### src/rtl/pwm_pattern_array.sv
// -----------------------------------------------------------------------------
// pwm_pattern_array
//
// N-channel pattern-PWM engine. Each channel holds shadow configuration
// written through a simple register port. A group start copies the shadow
// registers of the selected idle channels into their active registers. Each
// started channel then waits out its own phase delay and serialises its
// pattern MSB first. Every pattern bit lasts bit_len+1 cycles, and bursts are
// separated by an optional low gap. A channel completes after 'bursts'
// bursts, or never when bursts is 0.
//
// Optional feature macro: PWM_ARRAY_INVERT_EN
//   When defined, cfg_sel=5 writes a per-channel invert bit. The invert bit is
//   latched at start and XORed onto the waveform while the channel is busy;
//   an idle channel drives the shadow invert level. When undefined there is
//   no invert storage, cfg_sel=5 writes are ignored and idle/gap levels are 0.
//
// Ports
//   clk          single clock
//   rst          synchronous active-high reset
//   cfg_we       shadow register write strobe
//   cfg_ch       target channel (values >= NUM_CH are ignored)
//   cfg_sel      0 PAT, 1 bit_len, 2 gap, 3 bursts, 4 phase, 5 invert
//   cfg_data     write data, LSB aligned, truncated to the register width
//   start        group start pulse, qualified per channel by start_mask
//   stop         group abort pulse, qualified per channel by stop_mask
//   done_clr     write-1-clear of done_sticky
//   pwm_out      registered PWM outputs
//   busy         channel active
//   valid        one-cycle pulse on normal completion
//   done_sticky  latched completion flags
//   irq          registered OR of done_sticky
// -----------------------------------------------------------------------------
module pwm_pattern_array #(
    parameter int NUM_CH    = 8,
    parameter int PAT_WIDTH = 16,
    parameter int CNT_WIDTH = 16,
    localparam int CH_W     = (NUM_CH > 1) ? $clog2(NUM_CH) : 1
) (
    input  logic                 clk,
    input  logic                 rst,
    input  logic                 cfg_we,
    input  logic [CH_W-1:0]      cfg_ch,
    input  logic [2:0]           cfg_sel,
    input  logic [31:0]          cfg_data,
    input  logic                 start,
    input  logic [NUM_CH-1:0]    start_mask,
    input  logic                 stop,
    input  logic [NUM_CH-1:0]    stop_mask,
    input  logic [NUM_CH-1:0]    done_clr,
    output logic [NUM_CH-1:0]    pwm_out,
    output logic [NUM_CH-1:0]    busy,
    output logic [NUM_CH-1:0]    valid,
    output logic [NUM_CH-1:0]    done_sticky,
    output logic                 irq
);

    localparam int IDX_W = $clog2(PAT_WIDTH);
    localparam logic [IDX_W-1:0] IDX_MSB = IDX_W'(PAT_WIDTH - 1);

    typedef enum logic [1:0] {
        ST_IDLE  = 2'd0,
        ST_PHASE = 2'd1,
        ST_BIT   = 2'd2,
        ST_GAP   = 2'd3
    } ch_state_t;

    // Upper cfg_data bits are legitimately dropped by the truncating writes.
    logic unused_cfg_s;
    assign unused_cfg_s = ^cfg_data;

    for (genvar gi = 0; gi < NUM_CH; gi++) begin : g_ch
        // Shadow (host-visible) configuration
        logic [PAT_WIDTH-1:0] sh_pat_r;
        logic [7:0]           sh_len_r;
        logic [CNT_WIDTH-1:0] sh_gap_r;
        logic [7:0]           sh_bursts_r;
        logic [CNT_WIDTH-1:0] sh_phase_r;

        // Active configuration, frozen for the duration of a run
        logic [PAT_WIDTH-1:0] act_pat_r,    act_pat_s;
        logic [7:0]           act_len_r,    act_len_s;
        logic [CNT_WIDTH-1:0] act_gap_r,    act_gap_s;
        logic [7:0]           act_bursts_r, act_bursts_s;

`ifdef PWM_ARRAY_INVERT_EN
        logic                 sh_inv_r;
        logic                 act_inv_r,    act_inv_s;
`endif

        // Sequencer state and counters; cnt is shared by PHASE and GAP
        ch_state_t            state_r,      state_s;
        logic [CNT_WIDTH-1:0] cnt_r,        cnt_s;
        logic [IDX_W-1:0]     bit_idx_r,    bit_idx_s;
        logic [7:0]           len_cnt_r,    len_cnt_s;
        logic [7:0]           burst_cnt_r,  burst_cnt_s;

        // Registered outputs
        logic                 pwm_r,   pwm_s;
        logic                 busy_r,  busy_s;
        logic                 valid_r, valid_s;
        logic                 done_r,  done_s;

        logic                 start_s;
        logic                 stop_s;
        logic                 burst_end_s;
        logic                 done_set_s;
        logic                 wave_s;

        assign start_s = start & start_mask[gi];
        assign stop_s  = stop & stop_mask[gi];

        // Shadow register write port
        always_ff @(posedge clk) begin
            if (rst) begin
                sh_pat_r    <= {PAT_WIDTH{1'b0}};
                sh_len_r    <= 8'd0;
                sh_gap_r    <= {CNT_WIDTH{1'b0}};
                sh_bursts_r <= 8'd1;
                sh_phase_r  <= {CNT_WIDTH{1'b0}};
`ifdef PWM_ARRAY_INVERT_EN
                sh_inv_r    <= 1'b0;
`endif
            end else if (cfg_we && (cfg_ch == CH_W'(gi))) begin
                case (cfg_sel)
                    3'd0:    sh_pat_r    <= cfg_data[PAT_WIDTH-1:0];
                    3'd1:    sh_len_r    <= cfg_data[7:0];
                    3'd2:    sh_gap_r    <= cfg_data[CNT_WIDTH-1:0];
                    3'd3:    sh_bursts_r <= cfg_data[7:0];
                    3'd4:    sh_phase_r  <= cfg_data[CNT_WIDTH-1:0];
`ifdef PWM_ARRAY_INVERT_EN
                    3'd5:    sh_inv_r    <= cfg_data[0];
`endif
                    default: ;
                endcase
            end
        end

        // Channel sequencer next-state and output computation
        always_comb begin
            state_s      = state_r;
            cnt_s        = cnt_r;
            bit_idx_s    = bit_idx_r;
            len_cnt_s    = len_cnt_r;
            burst_cnt_s  = burst_cnt_r;
            act_pat_s    = act_pat_r;
            act_len_s    = act_len_r;
            act_gap_s    = act_gap_r;
            act_bursts_s = act_bursts_r;
`ifdef PWM_ARRAY_INVERT_EN
            act_inv_s    = act_inv_r;
`endif
            burst_end_s  = 1'b0;
            done_set_s   = 1'b0;
            valid_s      = 1'b0;
            wave_s       = 1'b0;

            if (stop_s) begin
                // Abort outranks everything, including a coincident start.
                state_s = ST_IDLE;
            end else begin
                case (state_r)
                    ST_IDLE: begin
                        if (start_s) begin
                            act_pat_s    = sh_pat_r;
                            act_len_s    = sh_len_r;
                            act_gap_s    = sh_gap_r;
                            act_bursts_s = sh_bursts_r;
`ifdef PWM_ARRAY_INVERT_EN
                            act_inv_s    = sh_inv_r;
`endif
                            burst_cnt_s  = 8'd0;
                            len_cnt_s    = 8'd0;
                            bit_idx_s    = IDX_MSB;
                            if (sh_phase_r != CNT_WIDTH'(0)) begin
                                state_s = ST_PHASE;
                                cnt_s   = sh_phase_r;
                            end else begin
                                state_s = ST_BIT;
                            end
                        end else begin
                            state_s = ST_IDLE;
                        end
                    end
                    ST_PHASE: begin
                        // cnt counts phase..1, giving exactly 'phase' cycles
                        if (cnt_r == CNT_WIDTH'(1)) begin
                            state_s = ST_BIT;
                        end else begin
                            cnt_s = cnt_r - CNT_WIDTH'(1);
                        end
                    end
                    ST_BIT: begin
                        if (len_cnt_r == act_len_r) begin
                            len_cnt_s = 8'd0;
                            if (bit_idx_r == IDX_W'(0)) begin
                                bit_idx_s = IDX_MSB;
                                if (act_gap_r != CNT_WIDTH'(0)) begin
                                    state_s = ST_GAP;
                                    cnt_s   = act_gap_r;
                                end else begin
                                    burst_end_s = 1'b1;
                                end
                            end else begin
                                bit_idx_s = bit_idx_r - IDX_W'(1);
                            end
                        end else begin
                            len_cnt_s = len_cnt_r + 8'd1;
                        end
                    end
                    ST_GAP: begin
                        if (cnt_r == CNT_WIDTH'(1)) begin
                            burst_end_s = 1'b1;
                        end else begin
                            cnt_s = cnt_r - CNT_WIDTH'(1);
                        end
                    end
                    default: begin
                        state_s = ST_IDLE;
                    end
                endcase

                // A zero burst limit never matches, so the 8-bit counter
                // simply wraps and the channel runs until stopped.
                if (burst_end_s) begin
                    burst_cnt_s = burst_cnt_r + 8'd1;
                    if ((act_bursts_r != 8'd0) && (burst_cnt_s == act_bursts_r)) begin
                        state_s    = ST_IDLE;
                        valid_s    = 1'b1;
                        done_set_s = 1'b1;
                    end else begin
                        state_s = ST_BIT;
                    end
                end else begin
                    valid_s = 1'b0;
                end
            end

            // Set has priority over a coincident clear.
            if (done_set_s) begin
                done_s = 1'b1;
            end else if (done_clr[gi]) begin
                done_s = 1'b0;
            end else begin
                done_s = done_r;
            end

            busy_s = (state_s != ST_IDLE);

            if (state_s == ST_BIT) begin
                wave_s = act_pat_s[bit_idx_s];
            end else begin
                wave_s = 1'b0;
            end

`ifdef PWM_ARRAY_INVERT_EN
            if (busy_s) begin
                pwm_s = wave_s ^ act_inv_s;
            end else begin
                pwm_s = sh_inv_r;
            end
`else
            pwm_s = wave_s;
`endif
        end

        // Channel sequencer and output registers
        always_ff @(posedge clk) begin
            if (rst) begin
                state_r      <= ST_IDLE;
                cnt_r        <= {CNT_WIDTH{1'b0}};
                bit_idx_r    <= IDX_MSB;
                len_cnt_r    <= 8'd0;
                burst_cnt_r  <= 8'd0;
                act_pat_r    <= {PAT_WIDTH{1'b0}};
                act_len_r    <= 8'd0;
                act_gap_r    <= {CNT_WIDTH{1'b0}};
                act_bursts_r <= 8'd1;
`ifdef PWM_ARRAY_INVERT_EN
                act_inv_r    <= 1'b0;
`endif
                pwm_r        <= 1'b0;
                busy_r       <= 1'b0;
                valid_r      <= 1'b0;
                done_r       <= 1'b0;
            end else begin
                state_r      <= state_s;
                cnt_r        <= cnt_s;
                bit_idx_r    <= bit_idx_s;
                len_cnt_r    <= len_cnt_s;
                burst_cnt_r  <= burst_cnt_s;
                act_pat_r    <= act_pat_s;
                act_len_r    <= act_len_s;
                act_gap_r    <= act_gap_s;
                act_bursts_r <= act_bursts_s;
`ifdef PWM_ARRAY_INVERT_EN
                act_inv_r    <= act_inv_s;
`endif
                pwm_r        <= pwm_s;
                busy_r       <= busy_s;
                valid_r      <= valid_s;
                done_r       <= done_s;
            end
        end

        assign pwm_out[gi]     = pwm_r;
        assign busy[gi]        = busy_r;
        assign valid[gi]       = valid_r;
        assign done_sticky[gi] = done_r;
    end

    // Interrupt register, one cycle behind the sticky flags
    always_ff @(posedge clk) begin
        if (rst) begin
            irq <= 1'b0;
        end else begin
            irq <= |done_sticky;
        end
    end

endmodule

### config.mk
export PLATFORM = sky130hd
export DESIGN_NAME = pwm_pattern_array
export DESIGN_NICKNAME = d
export VERILOG_FILES = /design/src/rtl/pwm_pattern_array.sv
export SDC_FILE = /design/constraint.sdc
export NUM_CORES = 2
export LEC_CHECK = 0
export ABC_AREA = 1
export CORE_UTILIZATION = 30
export CTS_CLUSTER_SIZE = 40
export DETAILED_ROUTE_END_ITERATION = 10
export PLACE_DENSITY = 0.47
export SYNTH_ARGS = -nofsm -noshare
export SYNTH_HDL_FRONTEND = slang
export SYNTH_SLANG_ARGS = --single-unit
### constraint.sdc
create_clock -name clk -period 2.6 [get_ports clk]
set_input_delay 0.65 -clock clk [delete_from_list [all_inputs] [get_ports clk]]
set_output_delay 0.65 -clock clk [all_outputs]
set_load 0.01 [all_outputs]
# Yosys cells after proc, flatten, opt, wreduce, memory -nomap -nowiden

Index checks and enable logic that the tools add are counted.

Register bits: 1233
Output and inout port bits: 33
Logic and storage cells: 863

$add $sub $neg: 32
$lt $le $gt $ge: 8
Equality and inequality tests: 115
Muxes and demuxes: 344
Bitwise gates (word level): 32
Reductions and logical operators: 187

Operator list:

| kind                    | number |
|---|---|
| $mux W16                | 72 |
| $pmux W16 S3            | 8 |
| $mux W8                 | 32 |
| $reduce_bool A16 Y1     | 16 |
| $mux W2                 | 72 |
| $add A8 B1 Y8 const B   | 16 |
| $eq A16 B1 Y1 const B   | 8 |
| $eq A8 B8 Y1            | 16 |
| $mux W4                 | 32 |
| $pmux W8 S2             | 8 |
| $sub A16 B1 Y16 const B | 8 |
| $ne A2 B2 Y1 const B    | 48 |
| $mux W1                 | 88 |
| $reduce_and A2 Y1       | 40 |
| $reduce_bool A2 Y1      | 40 |
| $reduce_and A3 Y1       | 24 |
| $pmux W4 S2             | 8 |
| $reduce_bool A8 Y1      | 8 |
| $reduce_and A7 Y1       | 8 |
| $eq A2 B2 Y1 const B    | 24 |
| $pmux W2 S3             | 8 |
| $lt A4 B5 Y1 const B    | 8 |
| $bmux W1 S4             | 8 |
| $logic_not A4 Y1        | 8 |
| other kinds (13)        | 110 |

# Logic depth before layout (Yosys ltp)

Word-level depth: 11
Mapped depth: 16
Gate-level depth less buffers: 16

# Worst setup path after synthesis

OpenSTA, ideal clock, no wires.

Kind: input to register
From: in start
To: reg g_ch[5].pwm_r
Arrival time: 2002 ps
Path slack: 485 ps
Cell stages on the path: 15
Buffers on the path: 2
Cells stage by stage: buf_4 -> nand2_1 -> nor2_4 -> nand2_4 -> inv_2 -> buf_2 -> or2_1 -> o21ai_1 -> inv_1 -> nand2_1 -> nand3_1 -> nand3_1 -> nand2_1 -> nor2_1 -> nor2_1

Word-level cells in the longest chain between the ends: 8
Elaborated cells between the ends (all ways): 16
Those cells by class: eq/ne: 1; mux: 12; bitwise: 2; reduce/logical: 1

Ends and longest elaborated chain:

| item                                                            | RTL line | source |
|---|---|---|
| start, declared                                                 | 46       | `input logic start,` |
| $and A1 B1 Y1 *                                                 | 110      | `assign start_s = start & start_mask[gi];` |
| parallel branches: the longest is 7 deep, another holds $mux W4 | n/a      |  |
| end signal, assigned                                            | 299      | `pwm_r <= pwm_s;` |
| end, declared                                                   | 99       | `logic pwm_r, pwm_s;` |

Mark *: on every way between the ends. The select of a mux whose other input is x is not followed.
A chain may end at the register's enable or synchronous reset.

# Final worst setup path

From: reg g_ch[4].done_r
To: out done_sticky[4]

RTL lines:

| item                   | RTL line | source |
|---|---|---|
| start, declared        | 102      | `logic done_r, done_s;` |
| start signal, assigned | 302      | `done_r <= done_s;` |
| end, declared          | 54       | `output logic [NUM_CH-1:0] done_sticky,` |

No word-level cell between the ends.

==> flow_summary.toml <==
[global_routing]
grt_pass1_vias = 46488
grt_max_degree = 138
grt_pass1_wl_mm = 268
grt_use_total_pct = 18.2
grt-ovfl-total = 0
antenna_found_initial = 13

[worst_setup_path]
worst_setup_path_start_kind = "register"
arrival_ns = 1.83
path_max_fanout = 3
cpMaxStageDelayCell = "clkdlybuf4s50_1"
max_stage_delay_ns = 0.58
worstSetupPathType = "reg -> out"
end_kind = "output pin"
critPathBufInv = 1
cp_cell_sequence = "clkdlybuf4s50_1"
critical_path.top_delay_family = "buffers and inverters"
crit_required_ns = 1.95

[floorplan]
die_h_um = 430
die_w_um = 430
core_area_um2 = 182000
start_util_pct = 30.3
ios = 100
rows = 156
die_area_um2 = 185000

[final_layout]
nets = 7900
seqCellArea_um2 = 24700
n_fill_cell = 19104
drive_above_1_share_pct = 11.1
fin_util_pct = 36.2
final_common_cell = "nor2_1"
multi_input_comb_area_um2 = 25400
area_growth_syn_to_layout_pct = 19.5
mostFrequentLayoutCells = "nor2_1 (1344), dfxtp_1 (1232), o21ai_0 (927)"

[routing]
via_count = 49540
viasPerCell = 4.82
wl_per_cell_um = 16.7
drt_iter0_drc = 3430
drtAntennaViolNets = 0
routed_wl_mm = 172
dr.pass1.iters = 5
drc = 0

[timing]
fmax_mhz = 404
finalHoldViolations = 0
worst_slack_ns = 0.122
rsz0062_at_grt = "no"
fin_skew_ns = 0.0338
period_minus_slack_ns = 2.48
drv_slew = 0
period_share_pct = 95.3
tightest_slew_ns = 0.720
setup_violations = 0
max_slew_margin_pct = 52.0

[min_path]
hp-class = "in -> reg"

[logic_synthesis]
yosysSeqAreaShare_pct = 44.9
synth-seq-cells = 1233
synth.net_count = 7664
synth_cells = 7557
postSynth.asyncResetShare_pct = 0
ys.flop_type = "dfxtp_1"
yosys_warnings = 0
synth_edf_count = 0
syn_avg_cell_area_um2 = 7.28
synth_cell_types = 58
synthesis.area_um2 = 55000

[place]
io_buffers = 83
pre_cts_ws_ns = -0.250
gp_congestion = 0.844
dp_hpwl_mm = 115

[clocking]
cts_buffers = 146
cts_max_path_buffers = 3
clk_pin_slew_ns = 0.06
htree_levels = 4
clock-root-buffer = "clkbuf_16"
cts_setup_buffers = 0
numClockSinks = 1233
cts_tree = "built"
clock_latency_ns = 0.80

[status]
status = "finished, final reports clean"

[pwr]
p_per_area_nw_per_um2 = 704
ir_worst_vdd_uv = 716
leakage_nw = 28.2

[flow_run]
max_cap_violations = 0
-- cell families (layout without fill, tap and decap cells) --
group / count (synthesis) / count (layout) / share of synthesized area (%)
buf+inv: 1235 / 1585 / 8.94
simple gates: 2943 / 2943 / 23.1
compound gates: 1886 / 1886 / 18.5
flops: 1233 / 1233 / 44.9
mux: 87 / 87 / 1.58
other cells: 0 / 3 / 0
xor+xnor: 133 / 133 / 2.12
fa+ha+maj: 40 / 40 / 0.910
-- area by class of cell --
class / count / area share (%)
well taps: 2370 / 4.51
flip-flops and latches: 1233 / 37.5
repair buffers: 487 / 7.01
inverters: 836 / 4.79
clock buffers: 218 / 6.67
clock inverters: 44 / 0.811
multi-input cells: 5089 / 38.7
diodes: 3 / 0.0114
-- registers in the layout, summed over array words and instances, names as in the netlist, 8 cells and up --
| register | cells |
|---|---|
| g_ch.act_gap_r | 128 |
| g_ch.act_pat_r | 128 |
| g_ch.cnt_r | 128 |
| g_ch.sh_gap_r | 128 |
| g_ch.sh_pat_r | 128 |
| g_ch.sh_phase_r | 128 |
| g_ch.act_bursts_r | 64 |
| g_ch.act_len_r | 64 |
| g_ch.burst_cnt_r | 64 |
| g_ch.len_cnt_r | 64 |
| g_ch.sh_bursts_r | 64 |
| g_ch.sh_len_r | 64 |
| g_ch.bit_idx_r | 32 |
| g_ch.state_r | 16 |
| g_ch.busy_r | 8 |
| g_ch.done_r | 8 |
| g_ch.pwm_r | 8 |
| g_ch.valid_r | 8 |
-- stage by stage --
step / setup TNS [ns] / power (mW) / std cells / hold WS (ns) / cell area (µm²)
finish: 0 / 46.3 / 10280 / 0.145 / 65700
global route: 0 / 48.3 / 10278 / 0.116 / 65700
CTS: 0 / 46.9 / 10277 / 0.0853 / 65700
detailed placement: -23.95 / 25.7 / 10015 / 0.446 / 60800
global placement: -21.75 / 25.7 / 10015 / 0.444 / 60800
floorplan: 0 / 23.7 / 7557 / 0.429 / 55000
-- final timing paths --
check | slack (ns) | from | cells after the start | to
worst min register to register | 0.45 | g_ch[6].sh_len_r[3] | 2 | g_ch[6].act_len_r[3]
worst min-delay path | 0.15 | rst | 2 | g_ch[1].act_len_r[7]
worst max register to register | 0.22 | g_ch[0].len_cnt_r[4] | 12 | g_ch[0].busy_r
worst max-delay path | 0.12 | g_ch[4].done_r | 1 | done_sticky[4]
-- Yosys cell counts, types with 19 or more instances --
| cell | n | area (µm²) |
|---|---|---|
| a211oi_1 | 32 | 240 |
| a21oi_1 | 611 | 3060 |
| a31oi_1 | 20 | 125 |
| buf_2 | 37 | 185 |
| buf_4 | 49 | 368 |
| clkbuf_1 | 292 | 1100 |
| dfxtp_1 | 1233 | 24700 |
| ha_1 | 40 | 500 |
| inv_1 | 742 | 2790 |
| inv_2 | 90 | 338 |
| mux2i_1 | 87 | 871 |
| nand2_1 | 823 | 3090 |
| nand2_2 | 26 | 163 |
| nand3_1 | 343 | 1720 |
| nand4_1 | 119 | 744 |
| nor2_1 | 1344 | 5040 |
| nor2_2 | 19 | 119 |
| nor3_1 | 83 | 415 |
| nor4_1 | 53 | 332 |
| o21ai_0 | 927 | 4640 |
| o21ai_1 | 93 | 465 |
| o221ai_1 | 38 | 333 |
| o22ai_1 | 78 | 488 |
| or2_1 | 41 | 257 |
| xnor2_1 | 54 | 473 |
| xor2_1 | 79 | 692 |
-- per-layer routing --
metal	routed length, µm	global-route usage, %	vias to the layer above	share of wire (%)
li1	-	-	25356	-
met1	82100	24.5	23108	48
met2	79100	30.1	842	46
met3	6420	2.29	232	3.7
met4	4490	5.66	2	2.6
met5	11	0	-	0.0064
-- report_power, final --
group	leakage, nW	internal (mW)	switching (mW)	total (mW)
Sequential	9.98	19.4	0.330	19.8
Clock	2.41	12.5	8.45	20.9
Combinational	15.8	1.92	3.63	5.56
-- worst register-to-register path, cell delays in order, from the launching register on --
cell and delay, ns:
dfxtp_1 0.41, xnor2_1 0.16, nand2_1 0.08, nor2_2 0.17, nand2_1 0.13, inv_2 0.11
nand2_1 0.08, or2_1 0.24, a21oi_4 0.17, nand3_1 0.21, nand2_2 0.19, o21ai_0 0.11
buf_4 0.18
-- timing repair --
action	4_1_cts	5_1_grt
hold buffers	0	0
hold endpoints to repair	0	0
gates resized for setup	2	3
endpoints found under the setup margin	2	4
Note: power is estimated with default switching activity, not from simulation.
